`src/rtl/serial_tl_host_pkg.sv`:
```
// Shared constants and types for the serial TileLink host controller:
// register map, STATUS/CTRL bit positions and the Wishbone FSM states.
package serial_tl_host_pkg;

    // Register offsets, decoded from wbs_adr_i[3:2]
    localparam logic [1:0] REG_TXDATA = 2'd0;
    localparam logic [1:0] REG_RXDATA = 2'd1;
    localparam logic [1:0] REG_STATUS = 2'd2;
    localparam logic [1:0] REG_CTRL   = 2'd3;

    // STATUS bit positions
    localparam int ST_TX_COUNT_LSB = 0;
    localparam int ST_RX_COUNT_LSB = 4;
    localparam int ST_TX_FULL      = 8;
    localparam int ST_TX_EMPTY     = 9;
    localparam int ST_RX_FULL      = 10;
    localparam int ST_RX_EMPTY     = 11;
    localparam int ST_TX_OVF       = 16;
    localparam int ST_RX_UDF       = 17;

    // CTRL bit positions
    localparam int CTRL_ENABLE    = 0;
    localparam int CTRL_FLUSH     = 1;
    localparam int CTRL_IRQ_RX_EN = 2;
    localparam int CTRL_IRQ_TX_EN = 3;

    // Wishbone slave FSM: one ack per accepted request
    typedef enum logic {
        WB_IDLE = 1'b0,
        WB_ACK  = 1'b1
    } wb_state_t;

endpackage

```
`src/rtl/serial_tl_host_ctrl_sync_fifo.sv`:
```
// Single-clock FIFO with pre-edge full/empty guarding and a synchronous
// flush that overrides any push or pop in the same cycle. The head word
// reads as zero while the FIFO is empty.
module sync_fifo #(
    parameter int unsigned WIDTH = 32,
    parameter int unsigned DEPTH = 4
) (
    input  logic                     clk,
    input  logic                     rst,
    input  logic                     push,
    input  logic                     pop,
    input  logic                     flush,
    input  logic [WIDTH-1:0]         din,
    output logic [WIDTH-1:0]         dout,
    output logic                     full,
    output logic                     empty,
    output logic [$clog2(DEPTH):0]   count
);

    localparam int unsigned PW = $clog2(DEPTH);
    localparam logic [PW:0]   FULL_COUNT = DEPTH[PW:0];
    localparam logic [PW:0]   COUNT_ONE  = 1;
    localparam logic [PW-1:0] PTR_ONE    = 1;

    logic [WIDTH-1:0] mem [DEPTH];
    logic [PW-1:0]    wr_ptr;
    logic [PW-1:0]    rd_ptr;
    logic             do_push;
    logic             do_pop;

    assign full    = (count == FULL_COUNT);
    assign empty   = (count == '0);
    assign do_push = push & ~full & ~flush;
    assign do_pop  = pop & ~empty & ~flush;
    assign dout    = empty ? '0 : mem[rd_ptr];

    // Pointer and occupancy update; pointers wrap naturally at DEPTH
    always_ff @(posedge clk or posedge rst) begin
        // NOTE: sequential state uses non-blocking assignments so every
        // register samples pre-edge values regardless of block ordering.
        if (rst) begin
            wr_ptr <= '0;
            rd_ptr <= '0;
            count  <= '0;
        end else if (flush) begin
            wr_ptr <= '0;
            rd_ptr <= '0;
            count  <= '0;
        end else begin
            if (do_push) wr_ptr <= wr_ptr + PTR_ONE;
            if (do_pop)  rd_ptr <= rd_ptr + PTR_ONE;
            case ({do_push, do_pop})
                2'b10:   count <= count + COUNT_ONE;
                2'b01:   count <= count - COUNT_ONE;
                default: count <= count;
            endcase
        end
    end

    // Storage write
    always_ff @(posedge clk) begin
        // NOTE: the array is deliberately not reset; the head is masked by
        // empty, so stale contents are never observable.
        if (do_push) mem[wr_ptr] <= din;
    end

endmodule

```
`src/rtl/serial_tl_host_ctrl.sv`:
```
// Wishbone slave that queues management-core writes onto the inbound serial
// TileLink channel and buffers the outbound channel for Wishbone reads.
module serial_tl_host_ctrl
    import serial_tl_host_pkg::*;
#(
    parameter logic [31:0] BASE_ADDR = 32'h3000_0000,
    parameter int unsigned DEPTH     = 4
) (
    input  logic        wb_clk_i,
    input  logic        wb_rst_i,
    input  logic        wbs_stb_i,
    input  logic        wbs_cyc_i,
    input  logic        wbs_we_i,
    input  logic [3:0]  wbs_sel_i,
    input  logic [31:0] wbs_adr_i,
    input  logic [31:0] wbs_dat_i,
    output logic        wbs_ack_o,
    output logic [31:0] wbs_dat_o,
    output logic        tl_in_valid_o,
    input  logic        tl_in_ready_i,
    output logic [31:0] tl_in_bits_o,
    input  logic        tl_out_valid_i,
    output logic        tl_out_ready_o,
    input  logic [31:0] tl_out_bits_i,
    output logic        irq_o
);

    localparam int unsigned CW = $clog2(DEPTH) + 1;

    wb_state_t      state;
    wb_state_t      state_next;
    logic           req_held;
    logic           sel_hit;
    logic           req;
    logic           access;
    logic           wr;
    logic           rd;
    logic [1:0]     reg_sel;
    logic [31:0]    wdata;
    logic [31:0]    rdata;
    logic [31:0]    status_word;
    logic [31:0]    dat_q;

    logic           enable;
    logic           irq_rx_en;
    logic           irq_tx_en;
    logic           tx_ovf;
    logic           rx_udf;

    logic           flush;
    logic           tx_push;
    logic           tx_pop;
    logic           rx_push;
    logic           rx_pop;
    logic           tx_full;
    logic           tx_empty;
    logic           rx_full;
    logic           rx_empty;
    logic [CW-1:0]  tx_count;
    logic [CW-1:0]  rx_count;
    logic [31:0]    tx_head;
    logic [31:0]    rx_head;

    // Word-aligned registers: the byte offset bits carry no information
    logic unused_adr;
    assign unused_adr = ^wbs_adr_i[1:0];

    assign sel_hit = (wbs_adr_i[31:4] == BASE_ADDR[31:4]);
    assign req     = wbs_stb_i & wbs_cyc_i & sel_hit;
    assign reg_sel = wbs_adr_i[3:2];
    assign wr      = access & wbs_we_i;
    assign rd      = access & ~wbs_we_i;

    // Byte lanes that are not selected are written as zero
    always_comb begin
        // NOTE: every always_comb output gets a default first so no path
        // leaves it unassigned and infers a latch.
        wdata = '0;
        for (int b = 0; b < 4; b++) begin
            wdata[8*b +: 8] = wbs_sel_i[b] ? wbs_dat_i[8*b +: 8] : 8'h00;
        end
    end

    // Wishbone FSM next state; the register access happens on the IDLE->ACK edge
    always_comb begin
        state_next = state;
        access     = 1'b0;
        case (state)
            WB_IDLE: begin
                if (req && !req_held) begin
                    state_next = WB_ACK;
                    access     = 1'b1;
                end
            end
            WB_ACK:  state_next = WB_IDLE;
            default: state_next = WB_IDLE;
        endcase
    end

    // FSM state, held-strobe suppression and registered read data
    always_ff @(posedge wb_clk_i or posedge wb_rst_i) begin
        if (wb_rst_i) begin
            state    <= WB_IDLE;
            req_held <= 1'b0;
            dat_q    <= '0;
        end else begin
            state    <= state_next;
            // A strobe still high after its ack is the same request, not a new one
            req_held <= ((state == WB_ACK) | req_held) & wbs_stb_i & wbs_cyc_i;
            dat_q    <= rd ? rdata : '0;
        end
    end

    // Register-side FIFO strobes; the FIFOs themselves drop push-when-full
    // and pop-when-empty
    assign tx_push = wr && (reg_sel == REG_TXDATA);
    assign rx_pop  = rd && (reg_sel == REG_RXDATA);
    assign flush   = wr && (reg_sel == REG_CTRL) && wdata[CTRL_FLUSH];

    // Channel handshakes, all qualified by registered state only
    assign tl_in_valid_o  = enable & ~tx_empty;
    assign tl_in_bits_o   = tx_head;
    assign tl_out_ready_o = enable & ~rx_full;
    assign tx_pop         = tl_in_valid_o & tl_in_ready_i;
    assign rx_push        = tl_out_ready_o & tl_out_valid_i;

    assign irq_o = enable & ((irq_rx_en & ~rx_empty) | (irq_tx_en & tx_empty));

    // STATUS word assembly and read-data mux
    always_comb begin
        status_word = '0;
        status_word[ST_TX_COUNT_LSB +: CW] = tx_count;
        status_word[ST_RX_COUNT_LSB +: CW] = rx_count;
        status_word[ST_TX_FULL]  = tx_full;
        status_word[ST_TX_EMPTY] = tx_empty;
        status_word[ST_RX_FULL]  = rx_full;
        status_word[ST_RX_EMPTY] = rx_empty;
        status_word[ST_TX_OVF]   = tx_ovf;
        status_word[ST_RX_UDF]   = rx_udf;

        rdata = '0;
        case (reg_sel)
            REG_TXDATA: rdata = '0;
            REG_RXDATA: rdata = rx_head;
            REG_STATUS: rdata = status_word;
            REG_CTRL: begin
                rdata[CTRL_ENABLE]    = enable;
                rdata[CTRL_IRQ_RX_EN] = irq_rx_en;
                rdata[CTRL_IRQ_TX_EN] = irq_tx_en;
            end
            default:    rdata = '0;
        endcase
    end

    // CTRL fields and sticky error flags
    always_ff @(posedge wb_clk_i or posedge wb_rst_i) begin
        if (wb_rst_i) begin
            enable    <= 1'b0;
            irq_rx_en <= 1'b0;
            irq_tx_en <= 1'b0;
            tx_ovf    <= 1'b0;
            rx_udf    <= 1'b0;
        end else begin
            if (wr && (reg_sel == REG_CTRL)) begin
                enable    <= wdata[CTRL_ENABLE];
                irq_rx_en <= wdata[CTRL_IRQ_RX_EN];
                irq_tx_en <= wdata[CTRL_IRQ_TX_EN];
            end
            if (tx_push && tx_full)
                tx_ovf <= 1'b1;
            else if (wr && (reg_sel == REG_STATUS) && wdata[ST_TX_OVF])
                tx_ovf <= 1'b0;
            if (rx_pop && rx_empty)
                rx_udf <= 1'b1;
            else if (wr && (reg_sel == REG_STATUS) && wdata[ST_RX_UDF])
                rx_udf <= 1'b0;
        end
    end

    assign wbs_ack_o = (state == WB_ACK);
    assign wbs_dat_o = dat_q;

    sync_fifo #(.WIDTH(32), .DEPTH(DEPTH)) u_tx_fifo (
        .clk   (wb_clk_i),
        .rst   (wb_rst_i),
        .push  (tx_push),
        .pop   (tx_pop),
        .flush (flush),
        .din   (wdata),
        .dout  (tx_head),
        .full  (tx_full),
        .empty (tx_empty),
        .count (tx_count)
    );

    sync_fifo #(.WIDTH(32), .DEPTH(DEPTH)) u_rx_fifo (
        .clk   (wb_clk_i),
        .rst   (wb_rst_i),
        .push  (rx_push),
        .pop   (rx_pop),
        .flush (flush),
        .din   (tl_out_bits_i),
        .dout  (rx_head),
        .full  (rx_full),
        .empty (rx_empty),
        .count (rx_count)
    );

endmodule

```
`config.mk`:
```
export PLATFORM = sky130hd
export DESIGN_NAME = serial_tl_host_ctrl
export DESIGN_NICKNAME = d
export VERILOG_FILES = /design/src/rtl/serial_tl_host_pkg.sv /design/src/rtl/serial_tl_host_ctrl_sync_fifo.sv /design/src/rtl/serial_tl_host_ctrl.sv
export SDC_FILE = /design/constraint.sdc
export NUM_CORES = 1
export LEC_CHECK = 0
export ABC_AREA = 1
export CORE_MARGIN = 5
export CORE_UTILIZATION = 25
export DETAILED_ROUTE_END_ITERATION = 10
export PLACE_DENSITY = 0.48
export SYNTH_ARGS = -nofsm -noshare
export SYNTH_HDL_FRONTEND = slang
export SYNTH_HIERARCHICAL = 1
export SYNTH_SLANG_ARGS = --single-unit
export TNS_END_PERCENT = 10
```
`constraint.sdc`:
```
create_clock -name wb_clk_i -period 3.1 [get_ports wb_clk_i]
set_input_delay 0.62 -clock wb_clk_i [delete_from_list [all_inputs] [get_ports wb_clk_i]]
set_output_delay 0.62 -clock wb_clk_i [all_outputs]
set_load 0.02 [all_outputs]
```
# After elaboration in Yosys (flattened, before gate mapping)
# Memory sizes are Yosys's and may differ from the RTL's.
# Cells that the tools add are included.
dict set report word_totals {
  register_bits 53
  mem_bits_rw 256
  output_inout_bits 68
  elab_cells 120
  mem_count 2
}
# memory words word_bits rd rd_ports_with_merged_regs wr line
set mem_list {}
lappend mem_list {u_rx_fifo.mem 4 32 1 0 1 serial_tl_host_ctrl_sync_fifo.sv:25} ;# logic [WIDTH-1:0] mem [DEPTH];
lappend mem_list {u_tx_fifo.mem 4 32 1 0 1 serial_tl_host_ctrl_sync_fifo.sv:25}
dict set report classes {
  n_addsub 8
  n_eq_ne 10
  mux 34
  n_bitwise 30
  reduce_logical 22
}
# cell n
set op_table {}
lappend op_table {{two-way mux 32 bit} 3}
lappend op_table {{case mux 28 bit (2 select lines)} 1}
lappend op_table {{two-way mux 8 bit} 4}
lappend op_table {{== test 28 x 26 -> 1 bit, second input constant} 1}
lappend op_table {{bitwise AND 1 bit} 21}
lappend op_table {{two-way mux 2 bit} 8}
lappend op_table {{case mux 3 bit (2 select lines)} 2}
lappend op_table {{nonzero test 2 bit} 6}
lappend op_table {{logical AND 1 bit} 10}
lappend op_table {{two-way mux 1 bit} 10}
lappend op_table {{adder 2 x 1 -> 2 bit, second input constant} 4}
lappend op_table {{== test 2 bit, second input constant} 4}
lappend op_table {{case mux 2 bit (4 select lines)} 1}
lappend op_table {{NOT 1 bit} 7}
lappend op_table {{adder 3 x 1 -> 3 bit, second input constant} 2}
lappend op_table {{== test 2 x 1 -> 1 bit, second input constant} 3}
lappend op_table {{== test 3 bit, second input constant} 2}
lappend op_table {{zero test 3 bit} 2}
lappend op_table {{two-way mux 3 bit} 2}
lappend op_table {{nonzero test 3 bit} 2}
lappend op_table {{subtractor 3 x 1 -> 3 bit, second input constant} 2}
lappend op_table {{case mux 1 bit (2 select lines)} 2}
lappend op_table {{case mux 1 bit (4 select lines)} 1}
lappend op_table {{zero test 2 bit} 1}
lappend op_table {{2 further kinds} 3}

# Depth between registers and ports, before layout
dict set report logic_depth {
  ltp_word 13
  ltp_mapped 18
  depth_no_buf 18
}

# Hierarchy
# The synthesis kept the hierarchy.
# module instances cells_each area_per_inst_um2 seq_area_each_um2
set modules_own_cells {}
lappend modules_own_cells {sync_fifo 2 444 5477.8 4018.9}
lappend modules_own_cells {serial_tl_host_ctrl 1 268 2098.3 975.9}

# Least setup slack after synthesis
# No wires, ideal clock.
dict set report synth_path {
  kind {input to register}
  startpoint {input port wbs_adr_i[27]}
  endpoint {memory u_tx_fifo.mem[0][0], enable pin}
  setup_time_ps 421
  arrival_ps 3051
  required_time_ps 2679
  setup_slack_ps -372
  stages 11
  path_buffers 0
  path_cell_list {nor2_1 nand2_1 nor2_2 nand2_2 nor2_4 nand2_1 nor2_1 nand2_4 nor2_1 inv_1 nor2_1}
}
dict set report synth_between {
  word_cells_on_any_way 14
  cone_classes {eq/ne: 1; mux: 4; bitwise: 5; reduce/logical: 4}
}
# element line
set synth_lines {}
lappend synth_lines {{from (decl)} serial_tl_host_ctrl.sv:15} ;# input logic [31:0] wbs_adr_i,
lappend synth_lines {{== test 28 x 26 -> 1 bit} serial_tl_host_ctrl.sv:68} ;# assign sel_hit = (wbs_adr_i[31:4] == BASE_ADDR[31:4]);
lappend synth_lines {{bitwise AND 1 bit} serial_tl_host_ctrl.sv:69} ;# assign req = wbs_stb_i & wbs_cyc_i & sel_hit;
lappend synth_lines {{logical AND 1 bit} serial_tl_host_ctrl.sv:90} ;# if (req && !req_held) begin
lappend synth_lines {{two-way mux 1 bit} serial_tl_host_ctrl.sv:90}
lappend synth_lines {{two-way mux 1 bit} serial_tl_host_ctrl.sv:88} ;# case (state)
lappend synth_lines {{net access} serial_tl_host_ctrl.sv:35} ;# logic access;
lappend synth_lines {{bitwise AND 1 bit} serial_tl_host_ctrl.sv:71} ;# assign wr = access & wbs_we_i;
lappend synth_lines {{logical AND 1 bit} serial_tl_host_ctrl.sv:116} ;# assign tx_push = wr && (reg_sel == REG_TXDATA);
lappend synth_lines {{net tx_push} serial_tl_host_ctrl.sv:51} ;# logic tx_push;
lappend synth_lines {{bitwise AND 1 bit (2 in a row)} serial_tl_host_ctrl_sync_fifo.sv:33} ;# assign do_push = push & ~full & ~flush;
lappend synth_lines {{two-way mux 1 bit} serial_tl_host_ctrl_sync_fifo.sv:64} ;# if (do_push) mem[wr_ptr] <= din;
lappend synth_lines {{two-way mux 1 bit (implied by the code)} serial_tl_host_ctrl_sync_fifo.sv:64}
lappend synth_lines {{to (decl)} serial_tl_host_ctrl_sync_fifo.sv:25}
# The timed path passes the listed nets, and every way through them passes these cells.

# Worst setup path after layout
dict set report layout_path {
  startpoint {register u_tx_fifo.rd_ptr[0]}
  endpoint {output port tl_in_bits_o[7]}
}
dict set report layout_between {
  elab_chain_len 2
}
# element line
set layout_lines {}
lappend layout_lines {{from (decl)} serial_tl_host_ctrl_sync_fifo.sv:27} ;# logic [PW-1:0] rd_ptr;
lappend layout_lines {{from (signal assigned)} serial_tl_host_ctrl_sync_fifo.sv:51} ;# if (do_pop) rd_ptr <= rd_ptr + PTR_ONE;
lappend layout_lines {{memory read (4 x 32 bit)} --}
lappend layout_lines {{two-way mux 32 bit} serial_tl_host_ctrl_sync_fifo.sv:35} ;# assign dout = empty ? '0 : mem[rd_ptr];
lappend layout_lines {{to (decl)} serial_tl_host_ctrl.sv:21} ;# output logic [31:0] tl_in_bits_o,
# No other way between the ends.

==> run_results.csv <==
group,metric,value,unit
cts,cts_tree,"done",
place,dp_slack,-0.09998,ns
sta,max_freq,340.1,MHz
logic_synthesis,synth_nets,1278,
layout,final_cell_mix,"nor2_1 (300), edfxtp_1 (256), clkdlybuf4s50_1 (142), inv_1 (98), nand2_1 (93)",
place,dpl.cell_count,1998,
layout,seq_area,0.009020,mm2
detailed_routing,ant_nets,0,
pwr,powerDensity,512.9,mW/mm2
critical_path,start_kind,"flop",
logic_synthesis,synth_warnings,6,
logic_synthesis,synth_top_area_share,0.5889,
sta,finalSetupTns,0,ns
place,place.gp.congestion,0.7551,
detailed_routing,drc,0,
grt,grt_max_degree,66,
cts,cts.sinks,309,
cts,path_clk_slew,0.06,ns
sta,slew_violations,0,
flow_run,drv_cap,0,
critical_path,crit_end,"tl_in_bits_o[7]",
floorplan,ios,175,
logic_synthesis,synth_top_area_cell,"edfxtp_1",
detailed_routing,num_vias,8669,
floorplan,coreArea,0.05151,mm2
cts,cts_made_buffers,34,
place,dpl.hpwl,21900,um
grt,grt_pass1_vias,8850,
critical_path,arrival,2.32,ns
critical_path,cp_max_fo,64,
floorplan,die_y,238.5,um
critical_path,r2r_start,"u_tx_fifo/count[1]",
floorplan,die_area,0.05688,mm2
logic_synthesis,synth.distinct_cells,31,
pwr,leakage,6.292,nW
floorplan,die_x,238.5,um
logic_synthesis,syn_inst,1156,
detailed_routing,wl_per_cell,16.70,um
detailed_routing,routed_wl,34450,um
critical_path,crit_required,2.48,ns
critical_path,timing.rr.end,"u_tx_fifo/count[2]",
grt,grt_pass1_wl,52460,um
detailed_routing,vias_per_cell,4.202,
detailed_routing,drtIter0Drc,478,
sta,setup_ws,0.1599,ns
floorplan,num_rows,83,
cts,cts_setup_buffers,0,
layout,multiInputGateArea,0.003348,mm2
layout,fillCellCount,5229,
grt,grt_usage,0.1177,
sta,finalSetupViolCount,0,
sta,finalCriticalPeriod,2.940,ns
logic_synthesis,syn_area_per_cell,11.29,um2
cts,ctsHtreeMaxLevel,2,
logic_synthesis,yosysSeqAreaShare,0.6905,
grt,antenna_found_initial,3,
layout,final-instance-count-excl-fill,2063,
sta,fin_skew,0.008510,ns
layout,area_growth,30.20,%
critical_path,ff2ff_path_depth,14,
sta,min_period_over_period,0.9484,
sta,timing.hold.ws,0.4903,ns
cts,cts_max_path_buffers,3,
grt,grt_overflow,0,
hold_path,min_path_type,"flop to flop",
sta,worstMarginPinSlew,0.7771,ns
cts,clk_latency,0.51,ns
place,io_buffers,172,
detailed_routing,firstDrtPassIters,5,
critical_path,crit_start,"u_tx_fifo/rd_ptr[0]",
sta,slew_headroom,0.4812,
layout,drive_above_1_share,0.1130,
logic_synthesis,syn-cell-area,0.01305,mm2
layout,nets,1478,
sta,hold_viol,0,
critical_path,endpoint_kind,"output port",
logic_synthesis,ys_ff_latch,309,
critical_path,reg2reg_setup_slack,0.55,ns
cts,clock-root-buffer,"clkbuf_16",
floorplan,start_util,0.2534,
critical_path,setup.worst_path.class,"flop to output port",
layout,final_common_cell,"nor2_1",
logic_synthesis,synth_area_leaders,"edfxtp_1 (59%), dfrtp_1 (10%), nor2_1 (8.9%)",
status,run_status,"complete, no violations",
pwr,vdd_ir_drop_max,0.3188,mV
## metal layers
| layer | track usage | vias to the layer above | routed length, um |
|---|---|---|---|
| met5 | 0 | - | 0 |
| met4 | 0.02087 | 0 | 453 |
| met3 | 0.02792 | 41 | 1813 |
| met2 | 0.2017 | 175 | 17030 |
| met1 | 0.1545 | 4189 | 15150 |
| li1 | - | 4264 | - |
## metrics by stage
step,util,power (mW),area (um2)
6_report,0.3300,8.717,17000
5_1_grt,0.3298,9.042,16990
4_1_cts,0.3283,8.852,16910
3_5_place_dp,0.3069,4.893,15810
3_3_place_gp,0.3069,4.889,15810
2_1_floorplan,-,4.673,13050
## what timing repair did
action	in CTS	in global routing
setup endpoints to repair	28	21
gates resized for setup	11	21
hold endpoints to repair	0	0
cloned	1	1
hold buffers	0	0
## state kept, by name, summed over array words and instances (netlist names)
signal / flops
u_rx_fifo/wr_ptr: 2
u_rx_fifo/mem: 128
wbs_ack_o: 1
tx_ovf: 1
u_rx_fifo/count: 3
u_tx_fifo/count: 3
rx_udf: 1
u_tx_fifo/wr_ptr: 2
u_tx_fifo/rd_ptr: 2
wbs_dat_o: 32
irq_rx_en: 1
enable: 1
u_tx_fifo/mem: 128
req_held: 1
irq_tx_en: 1
u_rx_fifo/rd_ptr: 2
## worst min path at each step
stage               cells after the start     start                  end  slack, ns
finish                                  2    tx_ovf               tx_ovf       0.49
CTS                                     2  wb_rst_i  u_rx_fifo/rd_ptr[1]       0.49
global route                            2  wb_rst_i   u_rx_fifo/count[2]       0.52
global placement                        2    tx_ovf               tx_ovf       0.48
floorplan                               1  wb_rst_i   u_rx_fifo/count[0]       0.42
detailed placement                      2    tx_ovf               tx_ovf       0.47
## critical path, cell delays in order (launching register included)
cell	delay, ns
dfrtp_2	0.46
inv_2	0.10
buf_12	0.26
o21ai_0	0.15
a21oi_1	0.18
clkdlybuf4s50_1	0.64
## final cells by class
type | count | share of cell area
repair buffers | 219 | 0.1346
well taps | 680 | 0.05006
clock inverters | 11 | 0.004343
multi-input cells | 685 | 0.1970
diodes | 3 | 0.0004417
inverters | 107 | 0.02393
clock buffers | 49 | 0.05889
flip-flops and latches | 309 | 0.5307
## where the power goes
part | total (mW) | switching, mW | internal, mW
combinational | 0.306 | 0.147 | 0.158
sequential | 4.50 | 0.00147 | 4.50
clock | 3.91 | 1.59 | 2.32
total | 8.72 | 1.74 | 6.98
## logic make-up (layout without fill, tap and decap cells)
| group | Yosys count | in the layout | share of synthesized area |
|---|---|---|---|
| buffers and inverters | 162 | 386 | 0.05761 |
| other | 0 | 3 | 0 |
| xor gates and xnor gates | 2 | 2 | 0.001342 |
| and+or+nand+nor | 442 | 442 | 0.1434 |
| AOI/OAI and AO/OA | 226 | 226 | 0.09163 |
| DFF | 309 | 309 | 0.6905 |
| adders and majority gates | 15 | 15 | 0.01553 |
## synthesized netlist by cell type, drive strengths merged
library cell and n:
nand4 2, inv 107, a22o 12, edfxtp 256, nor3b 2, o21ai 139, ha 13, buf 37
nand2 106, fa 2, xnor2 2, nor2 327, a21oi 73, clkbuf 18, dfrtp 53, a21boi 2
nand3 5
(Power assumes the default switching activity.)
